$ cat config.mk
export PLATFORM = sky130hd
export DESIGN_NAME = instruction_sequencer
export DESIGN_NICKNAME = d
export VERILOG_FILES = /design/src/rtl/instruction_sequencer.sv
export SDC_FILE = /design/constraint.sdc
export NUM_CORES = 1
export LEC_CHECK = 0
export BUFFER_PORTS_ARGS = -buffer_cell sky130_fd_sc_hd__buf_4
export CELL_PAD_IN_SITES_DETAIL_PLACEMENT = 0
export CELL_PAD_IN_SITES_GLOBAL_PLACEMENT = 2
export CORE_MARGIN = 2
export CORE_UTILIZATION = 40
export DETAILED_ROUTE_END_ITERATION = 6
export GPL_TIMING_DRIVEN = 0
export PLACE_DENSITY = 0.75
export SLEW_MARGIN = 20
export SYNTH_ARGS = -nofsm -noshare
export SYNTH_HDL_FRONTEND = slang
export SYNTH_SLANG_ARGS = --single-unit
$ cat constraint.sdc
create_clock -name clock_in -period 6.42 [get_ports clock_in]
set_input_delay 1.284 -clock clock_in [delete_from_list [all_inputs] [get_ports clock_in]]
set_output_delay 1.284 -clock clock_in [all_outputs]
set_load 0.005 [all_outputs]
$ cat src/rtl/instruction_sequencer.sv
// Buffers host instruction words in a FIFO and issues one registered word per cycle to the cpu,
// streaming burst-write data back-to-back and filling burst-read/operate latency with NOPs.
module instruction_sequencer #(
  parameter int FIFO_DEPTH        = 8,
  parameter int BURST_WRITE_WORDS = 5,
  parameter int BURST_READ_WAIT   = 9,
  parameter int OPERATE_WAIT      = 4
) (
  input  logic                        clock_in,
  input  logic                        reset_in,
  input  logic [15:0]                 host_instruction_in,
  input  logic                        host_valid_in,
  output logic                        host_ready_out,
  output logic [15:0]                 instruction_out,
  output logic                        issue_valid_out,
  output logic                        busy_out,
  output logic [$clog2(FIFO_DEPTH):0] fifo_count_out,
  output logic [15:0]                 issued_count_out
);
  localparam int AW = $clog2(FIFO_DEPTH);
  localparam int CW = AW + 1;
  localparam int TW = 8;

  // ISSUE: decode FIFO head | BW_DATA: stream burst data raw | WAIT: NOP fill
  localparam logic [1:0] ST_ISSUE   = 2'd0;
  localparam logic [1:0] ST_BW_DATA = 2'd1;
  localparam logic [1:0] ST_WAIT    = 2'd2;

  logic [15:0]   mem [FIFO_DEPTH];
  logic [AW-1:0] wr_ptr;
  logic [AW-1:0] rd_ptr;
  logic [CW-1:0] count;
  logic [1:0]    state;
  logic [TW-1:0] wait_cnt;
  logic [TW-1:0] remaining;
  logic [15:0]   head;
  logic          push;
  logic          pop;
  logic          empty;
  logic          head_bw;
  logic          head_br;
  logic          head_op;

  assign head           = mem[rd_ptr];
  assign empty          = (count == '0);
  assign host_ready_out = (count < CW'(FIFO_DEPTH));
  assign push           = host_valid_in && host_ready_out;
  assign head_bw        = (head[1:0] == 2'b11) && head[2];
  assign head_br        = (head[1:0] == 2'b11) && !head[2];
  assign head_op        = (head[1:0] == 2'b10);
  assign fifo_count_out = count;
  assign busy_out       = (state != ST_ISSUE) || !empty;

  // A burst-write header is only released once all of its data words are buffered.
  always_comb begin
    pop = 1'b0;
    case (state)
      ST_ISSUE:   pop = !empty && !(head_bw && (count < CW'(1 + BURST_WRITE_WORDS)));
      ST_BW_DATA: pop = !empty;
      default:    pop = 1'b0;
    endcase
  end

  always_ff @(posedge clock_in) begin
    if (push) mem[wr_ptr] <= host_instruction_in;
  end

  always_ff @(posedge clock_in or posedge reset_in) begin
    if (reset_in) begin
      wr_ptr           <= '0;
      rd_ptr           <= '0;
      count            <= '0;
      state            <= ST_ISSUE;
      wait_cnt         <= '0;
      remaining        <= '0;
      instruction_out  <= 16'h0000;
      issue_valid_out  <= 1'b0;
      issued_count_out <= 16'h0000;
    end else begin
      if (push) wr_ptr <= wr_ptr + 1'b1;
      if (pop)  rd_ptr <= rd_ptr + 1'b1;
      count           <= count + CW'(push) - CW'(pop);
      instruction_out <= pop ? head : 16'h0000;
      issue_valid_out <= pop;
      if (pop) issued_count_out <= issued_count_out + 16'd1;

      case (state)
        ST_ISSUE: begin
          if (pop) begin
            if (head_bw) begin
              remaining <= TW'(BURST_WRITE_WORDS);
              state     <= ST_BW_DATA;
            end else if (head_br) begin
              wait_cnt <= TW'(BURST_READ_WAIT);
              state    <= ST_WAIT;
            end else if (head_op) begin
              wait_cnt <= TW'(OPERATE_WAIT);
              state    <= ST_WAIT;
            end
          end
        end
        ST_BW_DATA: begin
          if (remaining <= TW'(1)) begin
            remaining <= '0;
            state     <= ST_ISSUE;
          end else begin
            remaining <= remaining - 1'b1;
          end
        end
        ST_WAIT: begin
          if (wait_cnt <= TW'(1)) begin
            wait_cnt <= '0;
            state    <= ST_ISSUE;
          end else begin
            wait_cnt <= wait_cnt - 1'b1;
          end
        end
        default: state <= ST_ISSUE;
      endcase
    end
  end
endmodule

==> flow_metrics.env <==
export IMPL_outcome="completed"
export IMPL_p_per_area_mw_per_mm2=448
export IMPL_yosys_cell_types_count=54
export IMPL_via_count=4272
export IMPL_postRouteAntennaNets=0
export IMPL_routed_via_density=5.13
export IMPL_setup_ws_ns=2.92
export IMPL_setup_tns_ns=0
export IMPL_setup_violations_final=0
export IMPL_core_mm2=0.0188
export IMPL_arrival_ns=3.81
export IMPL_clock_sinks=189
export IMPL_grt_overflow=0
export IMPL_numCtsBuffers=17
export IMPL_syn_nets=500
export IMPL_relSlewSlack_pct=32.8
export IMPL_cts_hold_buffers=0
export IMPL_max_cap_violations=0
export IMPL_drv_slew=0
export IMPL_dieArea_mm2=0.0205
export IMPL_cp_max_fo=10
export IMPL_pin_count=58
export IMPL_drc_errors=0
export IMPL_ir_drop_mv=0.254
export IMPL_crit_required_ns=6.73
export IMPL_clock_path_buffers=2
export IMPL_antenna_found_initial=0
export IMPL_start_util_pct=41.1
export IMPL_avgSynthCellArea_um2=16.6
export IMPL_globalplace_congestion=0.741
export IMPL_yosysTopAreaCell="edfxtp_1"
export IMPL_synthesis_area_mm2=0.00774
export IMPL_critPathLaunchType="register"
export IMPL_p_int_mw=2.78
export IMPL_areaGrowthSynthToFinish_pct=19.7
export IMPL_cts_tree="done"
export IMPL_port_buffers=57
export IMPL_fp_dieW_um=143
export IMPL_drt_total_wl_um=15500
export IMPL_synthArstFlopShare_pct=32.3
export IMPL_switchingPower_mw=1.37
export IMPL_dp_hpwl_um=10500
export IMPL_rsz0062_at_grt="false"
export IMPL_hp_class="register to register"
export IMPL_drtIter0Drc=264
export IMPL_slowest_delay_ns=0.67
export IMPL_ys_ff_latch=189
export IMPL_combPwrFrac_pct=34.5
export IMPL_grt_pass1_vias=4391
export IMPL_slowest_stage="o41ai_4"
export IMPL_tightest_slew_ns=0.999
export IMPL_drive_gt1_share_pct=29.0
export IMPL_pwr_share_seq_pct=40.4
export IMPL_grt_pass1_wl_um=24600
export IMPL_antennaDiodeCount=0
export IMPL_yosysWarnings=0
export IMPL_synth_edf_count=128
export IMPL_hold_viol_final=0
export IMPL_swShare_pct=32.9
export IMPL_finalClockSkew_ns=0.0105
export IMPL_fin_nets=594
export IMPL_grtUsageTotal_pct=16.3
export IMPL_cts_root_buf="clkbuf_16"
export IMPL_synth_sequential_area_ratio_pct=69.4
export IMPL_postCtsSetupBuffers=0
export IMPL_clock_fmax_ghz=0.286
export IMPL_dp_worst_setup_slack_ns=2.87
export IMPL_grt_max_degree=42
export IMPL_leakagePower_nw=3.54
export IMPL_yosys_top_cells_area="edfxtp_1 (50%), dfrtp_1 (20%), mux4_2 (9.3%)"
export IMPL_syn_inst=467
export IMPL_clk_latency_ns=0.43
export IMPL_synth_flop_cell="edfxtp_1"
export IMPL_cts_resized=0
export IMPL_num_rows=50
export IMPL_ctsHtreeMaxLevel=4
export IMPL_synth_top_cell_area_share_pct=49.7
export IMPL_wl_per_cell_um=18.6
export IMPL_fin_crit_sh_pct=54.5
export IMPL_synth_commonest_cells="edfxtp_1 (128), dfrtp_1 (61), nor2_1 (34), mux4_2 (32), inv_1 (25)"
export IMPL_clk_pin_slew_worst_paths_ns=0.06
export IMPL_yosysMostFrequentCell="edfxtp_1"
export IMPL_path_cells="buf_2, mux4_2, mux2i_4, o41ai_4, buf_6, buf_6, inv_2, ha_1, inv_1, ha_1, inv_1, fa_1, xnor2_1"
export IMPL_drt_pass1_iterations=6
export IMPL_path_class="register to register"
export IMPL_period_needed_ns=3.50
export IMPL_clkPwrFrac_pct=25.1
export IMPL_die_height_um=143
export IMPL_end_kind="register"
metal layers:
metal / GRT usage [%] / vias up / wire, um
met3: 3.96 / 10 / 515
met2: 27.3 / 76 / 7810
li1: - / 1961 / -
met1: 21.6 / 2225 / 7020
met4: 3.91 / 0 / 123
met5: 0 / - / 0
path summary, 6_finish.rpt:
path | from | endpoint | slack (ns) | cells past startpoint
min in group asynchronous | reset_in | wr_ptr[1]$_DFFE_PP0P_ | 0.82 | 2
worst max-delay path | rd_ptr[2]$_DFFE_PP0P_ | fifo_count_out[2]$_DFF_PP0_ | 2.92 | 13
worst min register to register | issued_count_out[15]$_DFFE_PP0P_ | issued_count_out[15]$_DFFE_PP0P_ | 0.47 | 1
worst max register to register | rd_ptr[2]$_DFFE_PP0P_ | fifo_count_out[2]$_DFF_PP0_ | 2.92 | 13
max in group asynchronous | reset_in | issued_count_out[11]$_DFFE_PP0P_ | 5.07 | 3
worst min-delay path | issued_count_out[15]$_DFFE_PP0P_ | issued_count_out[15]$_DFFE_PP0P_ | 0.47 | 1
registers in the layout, summed over array words and instances (netlist names):
signal            cells
mem                 128
instruction_out      16
issued_count_out     16
remaining             8
wait_cnt              8
fifo_count_out        4
rd_ptr                3
wr_ptr                3
state                 2
issue_valid_out       1
layout by cell type (no fill, tap or decap), types with 3 or more instances in the layout:
cell type and instances:
a21o_1 3, a21oi_1 5, a31oi_1 8, buf_2 9, buf_4 68, buf_6 5, clkbuf_1 6, clkbuf_16 17
clkinv_4 3, dfrtp_1 61, edfxtp_1 128, ha_1 13, inv_1 24, inv_6 3, mux2i_1 14, mux4_2 32
nand2_1 20, nand2b_1 4, nand3_1 5, nand4_1 3, nor2_1 33, nor2b_1 3, nor3_1 13, nor3_2 6
nor4_1 5, o21ai_0 8, o22ai_1 3, o31ai_1 3, xnor2_1 10, xor2_1 13
kinds of logic (layout without fill, tap and decap cells):
logic type	Yosys count	in the layout	share of synthesized area (%)
DFF	189	189	69.4
and+or+nand+nor	106	106	6.81
muxes	52	52	12.2
AOI/OAI and AO/OA	43	43	4.12
buffers and inverters	40	146	2.49
xor gates and xnor gates	23	23	2.60
adders and majority gates	14	14	2.36
power by group through the flow:
| stage | sequential [mW] | combinational [mW] | clock, mW |
|---|---|---|---|
| after floorplan | 1.67 | 1.01 | 0 |
| after global placement | 1.69 | 1.39 | 0 |
| after detailed placement | 1.70 | 1.46 | 0 |
| after CTS | 1.68 | 1.46 | 1.07 |
| after global routing | 1.70 | 1.59 | 1.12 |
| final | 1.68 | 1.43 | 1.04 |
worst max-delay path, delay by kind of cell, from the launching register on:
family / cells / cell delay, ns
buffers and inverters: 6 / 0.94
xor gates and xnor gates: 1 / 0.13
AOI/OAI and AO/OA: 1 / 0.67
DFF: 1 / 0.47
muxes: 2 / 0.39
adders and majority gates: 3 / 0.78
per-stage QoR:
stage          power (mW)  hold WS, ns  std cells  utilization [%]  cell area, um^2
3_5_place_dp         3.16        0.464        802             46.1             8680
6_report             4.15        0.472        833             49.2             9270
4_1_cts              4.21        0.473        833             49.2             9270
5_1_grt              4.41        0.481        833             49.2             9270
2_1_floorplan        2.67        0.451        467                -             7740
3_3_place_gp         3.09        0.456        784             45.1             8490
final cells by class:
type / count / area [um^2]
repair buffers: 75 / 578
clock inverters: 10 / 131
inverters: 26 / 100
well taps: 260 / 325
flip-flops and latches: 189 / 5370
multi-input cells: 238 / 2210
clock buffers: 21 / 450
plain buffers: 14 / 95.1
fillers: 1593 / 9570
(Power assumes the default switching activity.)
